<file path="src/rtl/x_oneshot_array.sv">
// x_oneshot_array: per-channel retrigger-guarded one-shots with
// shared deadtime, optional pulse stretch and a saturating fire counter.
module x_oneshot_array #(
  parameter int NCH   = 8,
  parameter int NBITS = 4,
  parameter int CNTB  = 16
) (
  input  logic             clk,
  input  logic             reset,
  input  logic [NCH-1:0]   d,
  input  logic [NCH-1:0]   en,
  input  logic [NBITS-1:0] deadtime,
  input  logic             stretch,
  input  logic             cnt_clr,
  output logic [NCH-1:0]   q,
  output logic [NCH-1:0]   busy,
  output logic [CNTB-1:0]  fire_cnt
);

  typedef enum logic {
    IDLE = 1'b0,
    HOLD = 1'b1
  } state_e;

  state_e           st_q [NCH];
  state_e           st_d [NCH];
  logic [NBITS-1:0] hc_q [NCH];
  logic [NBITS-1:0] hc_d [NCH];
  logic [NCH-1:0]   q_q, q_d;
  logic [NCH-1:0]   busy_q, busy_d;
  logic [NCH-1:0]   trig;
  logic [CNTB-1:0]  cnt_q, cnt_d;

  always_comb begin
    for (int i = 0; i < NCH; i++) begin
      st_d[i]   = st_q[i];
      hc_d[i]   = hc_q[i];
      q_d[i]    = 1'b0;
      trig[i]   = 1'b0;
      busy_d[i] = 1'b0;
      case (st_q[i])
        IDLE: begin
          hc_d[i] = '0;
          if (d[i] && en[i]) begin
            trig[i] = 1'b1;
            st_d[i] = HOLD;
            hc_d[i] = deadtime;
            q_d[i]  = 1'b1;
          end
        end
        HOLD: begin
          // q follows the pre-decrement count so width is max(1,D)
          q_d[i] = stretch && (hc_q[i] > NBITS'(1));
          if (hc_q[i] != '0) begin
            hc_d[i] = hc_q[i] - NBITS'(1);
          end else if (!d[i]) begin
            st_d[i] = IDLE;
          end
        end
        default: begin
          st_d[i] = IDLE;
          hc_d[i] = '0;
        end
      endcase
      busy_d[i] = (st_d[i] == HOLD);
    end
  end

  always_comb begin
    cnt_d = cnt_q;
    if (cnt_clr) begin
      cnt_d = '0;
    end else if ((|trig) && (cnt_q != '1)) begin
      cnt_d = cnt_q + CNTB'(1);
    end
  end

  always_ff @(posedge clk or posedge reset) begin
    if (reset) begin
      for (int i = 0; i < NCH; i++) begin
        st_q[i] <= IDLE;
        hc_q[i] <= '0;
      end
      q_q    <= '0;
      busy_q <= '0;
      cnt_q  <= '0;
    end else begin
      for (int i = 0; i < NCH; i++) begin
        st_q[i] <= st_d[i];
        hc_q[i] <= hc_d[i];
      end
      q_q    <= q_d;
      busy_q <= busy_d;
      cnt_q  <= cnt_d;
    end
  end

  assign q        = q_q;
  assign busy     = busy_q;
  assign fire_cnt = cnt_q;

endmodule

</file>
<file path="config.mk">
export PLATFORM = sky130hd
export DESIGN_NAME = x_oneshot_array
export DESIGN_NICKNAME = d
export VERILOG_FILES = /design/src/rtl/x_oneshot_array.sv
export SDC_FILE = /design/constraint.sdc
export NUM_CORES = 1
export LEC_CHECK = 0
export CAP_MARGIN = 20
export CORE_ASPECT_RATIO = 0.6
export CORE_UTILIZATION = 40
export CTS_BUF_LIST = sky130_fd_sc_hd__clkbuf_4
export CTS_CLUSTER_SIZE = 20
export DETAILED_ROUTE_END_ITERATION = 8
export GPL_TIMING_DRIVEN = 0
export PLACE_DENSITY_LB_ADDON = 0.1
export SLEW_MARGIN = 20
export SYNTH_ARGS = -nofsm -noshare
export SYNTH_HDL_FRONTEND = slang
export SYNTH_SLANG_ARGS = --single-unit
</file>
<file path="constraint.sdc">
create_clock -name clk -period 6.56 [get_ports clk]
set_input_delay 1.312 -clock clk [delete_from_list [all_inputs] [get_ports clk]]
set_output_delay 1.312 -clock clk [all_outputs]
set_load 0.03 [all_outputs]
</file>
; ---- Word level (Yosys, flattened, before mapping)
; Cells that the tools add are included.
[op_classes]
n_addsub = 9
order_cmp = 8
eq_ne = 9
n_mux = 74
bitwise_logic = 8
n_reduce_logical = 27
[ops]
columns = op, count
row1 = two-way mux 4 bit, 16
row2 = case mux 4 bit (2 select lines), 8
row3 = > comparator 4 x 1 -> 1 bit (second input constant), 8
row4 = two-way mux 1 bit, 32
row5 = two-way mux 16 bit, 2
row6 = case mux 1 bit (2 select lines), 16
row7 = nonzero test 4 bit, 8
row8 = subtractor 4 x 1 -> 4 bit (second input constant), 8
row9 = logical AND 1 bit, 17
row10 = adder 16 x 1 -> 16 bit (second input constant), 1
row11 = != test 16 bit (second input constant), 1
row12 = != test 2 x 1 -> 1 bit (second input constant), 8
row13 = NOT 1 bit, 8
row14 = OR reduction 8 bit, 1
row15 = nonzero test 2 bit, 1
[totals]
regBits = 72
in_bits = 24
out_inout_bits = 32
word_cells = 154

; ---- Longest topological paths before layout
[logic_depth]
word_depth = 7
mapped_depth = 9
mapped_depth_nobuf = 6

; ---- Least setup slack after synthesis
; No wires, ideal clock.
[synth_path]
path_type = in2reg
from = input port d[2]
to = register cnt_q[2] (netlist: fire_cnt[2])
t_arrival_ns = 2.815
t_required_ns = 6.433
path_slack_ns = 3.617
path_stages = 6
n_path_buf = 1
path_cell_list = and3b_1 -> buf_6 -> or4_4 -> or2_1 -> nand3_1 -> mux2_1
[synth_via]
elab_chain_len = 6
[synth_lines]
columns = element, line_no
row1 = "start, declared", 10  ; input logic [NCH-1:0] d,
row2 = logical AND 1 bit, 44  ; if (d[i] && en[i]) begin
row3 = two-way mux 1 bit, 44
row4 = two-way mux 1 bit, 41  ; case (st_q[i])
row5 = OR reduction 8 bit, 73  ; end else if ((|trig) && (cnt_q != '1)) begin
row6 = logical AND 1 bit, 73
row7 = nonzero test 2 bit (no source line), --
row8 = "end signal, assigned", 94  ; cnt_q <= cnt_d;
row9 = "end, declared", 32  ; logic [CNTB-1:0] cnt_q, cnt_d;
; Every way passes these cells.
; A chain may end at the register's enable or synchronous reset.

; ---- Worst setup path in the final report
[layout_path]
from = input port d[5]
to = register cnt_q[2] (netlist: fire_cnt[2])
; Same word-level chain as after synthesis.

==> qor.csv <==
metric,value,unit
Clock Skew,0.01341,ns
Peak VDD IR,0.1916,mV
"Primary FF master, synth",dfrtp_1,
status,finished with violations,
Crit Path Class,input port to flop,
fillers,827,
Hold Fails Final Rpt,0,
Root Buffer,clkbuf_4,
period utilisation layout,0.4796,
IO buf count,50,
"EDFF count, synth",0,
Tot GR Track Use,0.1989,
DRC viols,2,
most frequent cells in the layout,"dfrtp_1 (64), clkdlybuf4s50_1 (50), nand2_1 (40), a22oi_1 (24), nor2_1 (23)",
global-route wire length before repair,14700,µm
Netlist cell types,43,
max cap viols,0,
Post-CTS Hold Fix Bufs,0,
H-tree levels,3,
Power Density,451.0,nW/µm²
ANT cells,0,
sw power,867.0,µW
min cycle time layout,3.146,ns
post-layout net count,486,
IO Count,56,
Gate power share,0.564,
post-synth net total,424,
worst slew pin tran,0.6329,ns
Core Area,8686,µm²
Final setup viols,0,
RSZ-0062 raised after global routing,false,
Pins Over Slew Limit,0,
Starting Density,0.4218,
Worst slew margin,0.5781,
CTS tree,built,
cells after synthesis,383,
"commonest non-fill, non-tap cell in the layout",dfrtp_1,
Area Overhead vs Synth,21.21,%
TNS Setup,0,ns
Worst Hold Class,flop to flop,
GRT Residual Overflow,0,
clock slew at reported path FFs,0.11,ns
initial antenna violation count,0,
async set-or-reset flop fraction in the synthesized netlist,1.000,
register area share after synthesis,0.4372,
clock sinks,64,
drt pass-1 iters,7,
Vert. Die Dim,76.13,µm
Placer Congestion,0.7948,
clock buffer depth,2,
Initial DRC Count,251,
largest net degree at the start of global routing,45,
final WL,8925,µm
post-CTS setup buffer count,0,
number of synthesized register bits,64,
Post-Syn Area,3664,µm²
post-layout instance area,4441,µm²
failing checks,design-rule violations,
Setup crit end kind,flop,
P_int,1136,µW
fmax,317.8,MHz
Ys Warns,0,
chip width,125.6,µm
sequential power share,0.325,
Routed wire per std cell,15.88,µm
vias after detailed routing,3143,
post-route ant nets,0,
row cnt,26,
DP HPWL,6383,µm
Vias/cell,5.593,
clock latency on the worst-skew pair,0.43,ns
Critical Path AT,3.46,ns
die area,9558,µm²
TritonCTS Buffers,9,
Sw Share,0.4329,
Worst Setup Start Kind,input port,
vias in the first global route,2883,
CTS resizes,0,
Critical Path RT,6.87,ns
share of layout cells above drive strength 1,0.1156,
average cell area after synthesis,9.565,µm²
crit-path max FO,7,
Lkg Pwr,0.001931,µW
Post-Place Cell Area,4334,µm²
clock network power share,0.111,
## cell usage after synthesis (3+ instances only)
| cell type | count | area [µm²] |
|---|---|---|
| a21oi_1 | 15 | 75.07 |
| a21oi_2 | 4 | 35.03 |
| a22o_1 | 12 | 105.1 |
| a22oi_1 | 24 | 180.2 |
| a31o_2 | 8 | 70.07 |
| a31oi_1 | 13 | 81.33 |
| a41oi_1 | 7 | 61.31 |
| and3b_1 | 8 | 70.07 |
| buf_1 | 3 | 11.26 |
| buf_2 | 6 | 30.03 |
| buf_4 | 6 | 45.04 |
| clkbuf_1 | 9 | 33.78 |
| dfrtp_1 | 64 | 1602 |
| ha_1 | 17 | 212.7 |
| inv_1 | 22 | 82.58 |
| nand2_1 | 40 | 150.1 |
| nand3_1 | 10 | 50.05 |
| nand4_1 | 5 | 31.28 |
| nor2_1 | 23 | 86.33 |
| nor2b_1 | 4 | 25.02 |
| nor3_1 | 10 | 50.05 |
| o21ai_0 | 20 | 100.1 |
| o31ai_1 | 9 | 67.56 |
| or4_1 | 9 | 67.56 |
| xnor2_1 | 10 | 87.58 |
| xor2_1 | 5 | 43.79 |
## final timing paths
kind | from | end | slack, ns | cells past startpoint
max reg2reg | fire_cnt[1]$_DFFE_PP0P_ | fire_cnt[8]$_DFFE_PP0P_ | 4.05 | 8
min reg2reg | fire_cnt[14]$_DFFE_PP0P_ | fire_cnt[14]$_DFFE_PP0P_ | 0.58 | 1
max | d[5] | fire_cnt[2]$_DFFE_PP0P_ | 3.41 | 7
min in group asynchronous | reset | hc_q[5]$_DFFE_PP0P_ | 1.19 | 2
min | fire_cnt[14]$_DFFE_PP0P_ | fire_cnt[14]$_DFFE_PP0P_ | 0.58 | 1
max in group asynchronous | reset | hc_q[15]$_DFFE_PP0P_ | 4.85 | 3
## registers in the layout, summed over array words and instances (netlist names)
register  count
hc_q         32
fire_cnt     16
busy          8
q             8
## final cells by class
cell class / count / area, µm² / area share
multi-input cells: 270 / 1822 / 0.4103
flip-flops and latches: 64 / 1602 / 0.3607
repair buffers: 51 / 528.0 / 0.1189
plain buffers: 27 / 157.7 / 0.03550
well taps: 112 / 140.1 / 0.03156
inverters: 22 / 85.08 / 0.01916
clock buffers: 11 / 82.58 / 0.01860
clock inverters: 5 / 23.77 / 0.005354
## power by group through the flow
stage | Sequential, µW | Combinational (µW) | Clock, µW
floorplan | 742 | 744 | 0
global placement | 657 | 1090 | 0
detailed placement | 656 | 1130 | 0
CTS | 650 | 1130 | 233
global route | 669 | 1260 | 256
finish | 651 | 1130 | 223
## routing by layer
layer | track usage | wire [µm]
met4 | 0.04390 | 58
met1 | 0.2996 | 4862
met5 | 0 | 0
met2 | 0.2633 | 3538
met3 | 0.07514 | 467
## stage by stage
step                      power [µW]  setup WS [ns]  utilization  hold WS (ns)  instances
after floorplan                 1486          3.617            -        0.5187        383
after global placement          1749          2.286       0.4955        0.5467        545
after detailed placement        1781          2.960       0.4990        0.5446        546
after CTS                       2011          3.428       0.5112        0.5671        562
after global routing            2189          3.347       0.5112        0.5841        562
final                           2003          3.414       0.5112        0.5802        562
## critical path: stages
cell             delay, ns
clkdlybuf4s50_1       0.43
and3b_1               0.19
clkbuf_1              0.19
or4_4                 0.58
or2_1                 0.29
nand3_1               0.14
mux2_1                0.32
## logic make-up (layout without fill, tap and decap cells)
logic type	after synthesis	count (layout)	share of synthesized area
adders and majority gates	17	17	0.05806
muxes	3	3	0.01127
xor gates and xnor gates	15	15	0.03586
DFF	64	64	0.4372
and+or+nand+nor	119	119	0.1708
buffers and inverters	49	116	0.06557
AOI/OAI and AO/OA	116	116	0.2213
No activity file was read; power rests on OpenSTA's default activity.
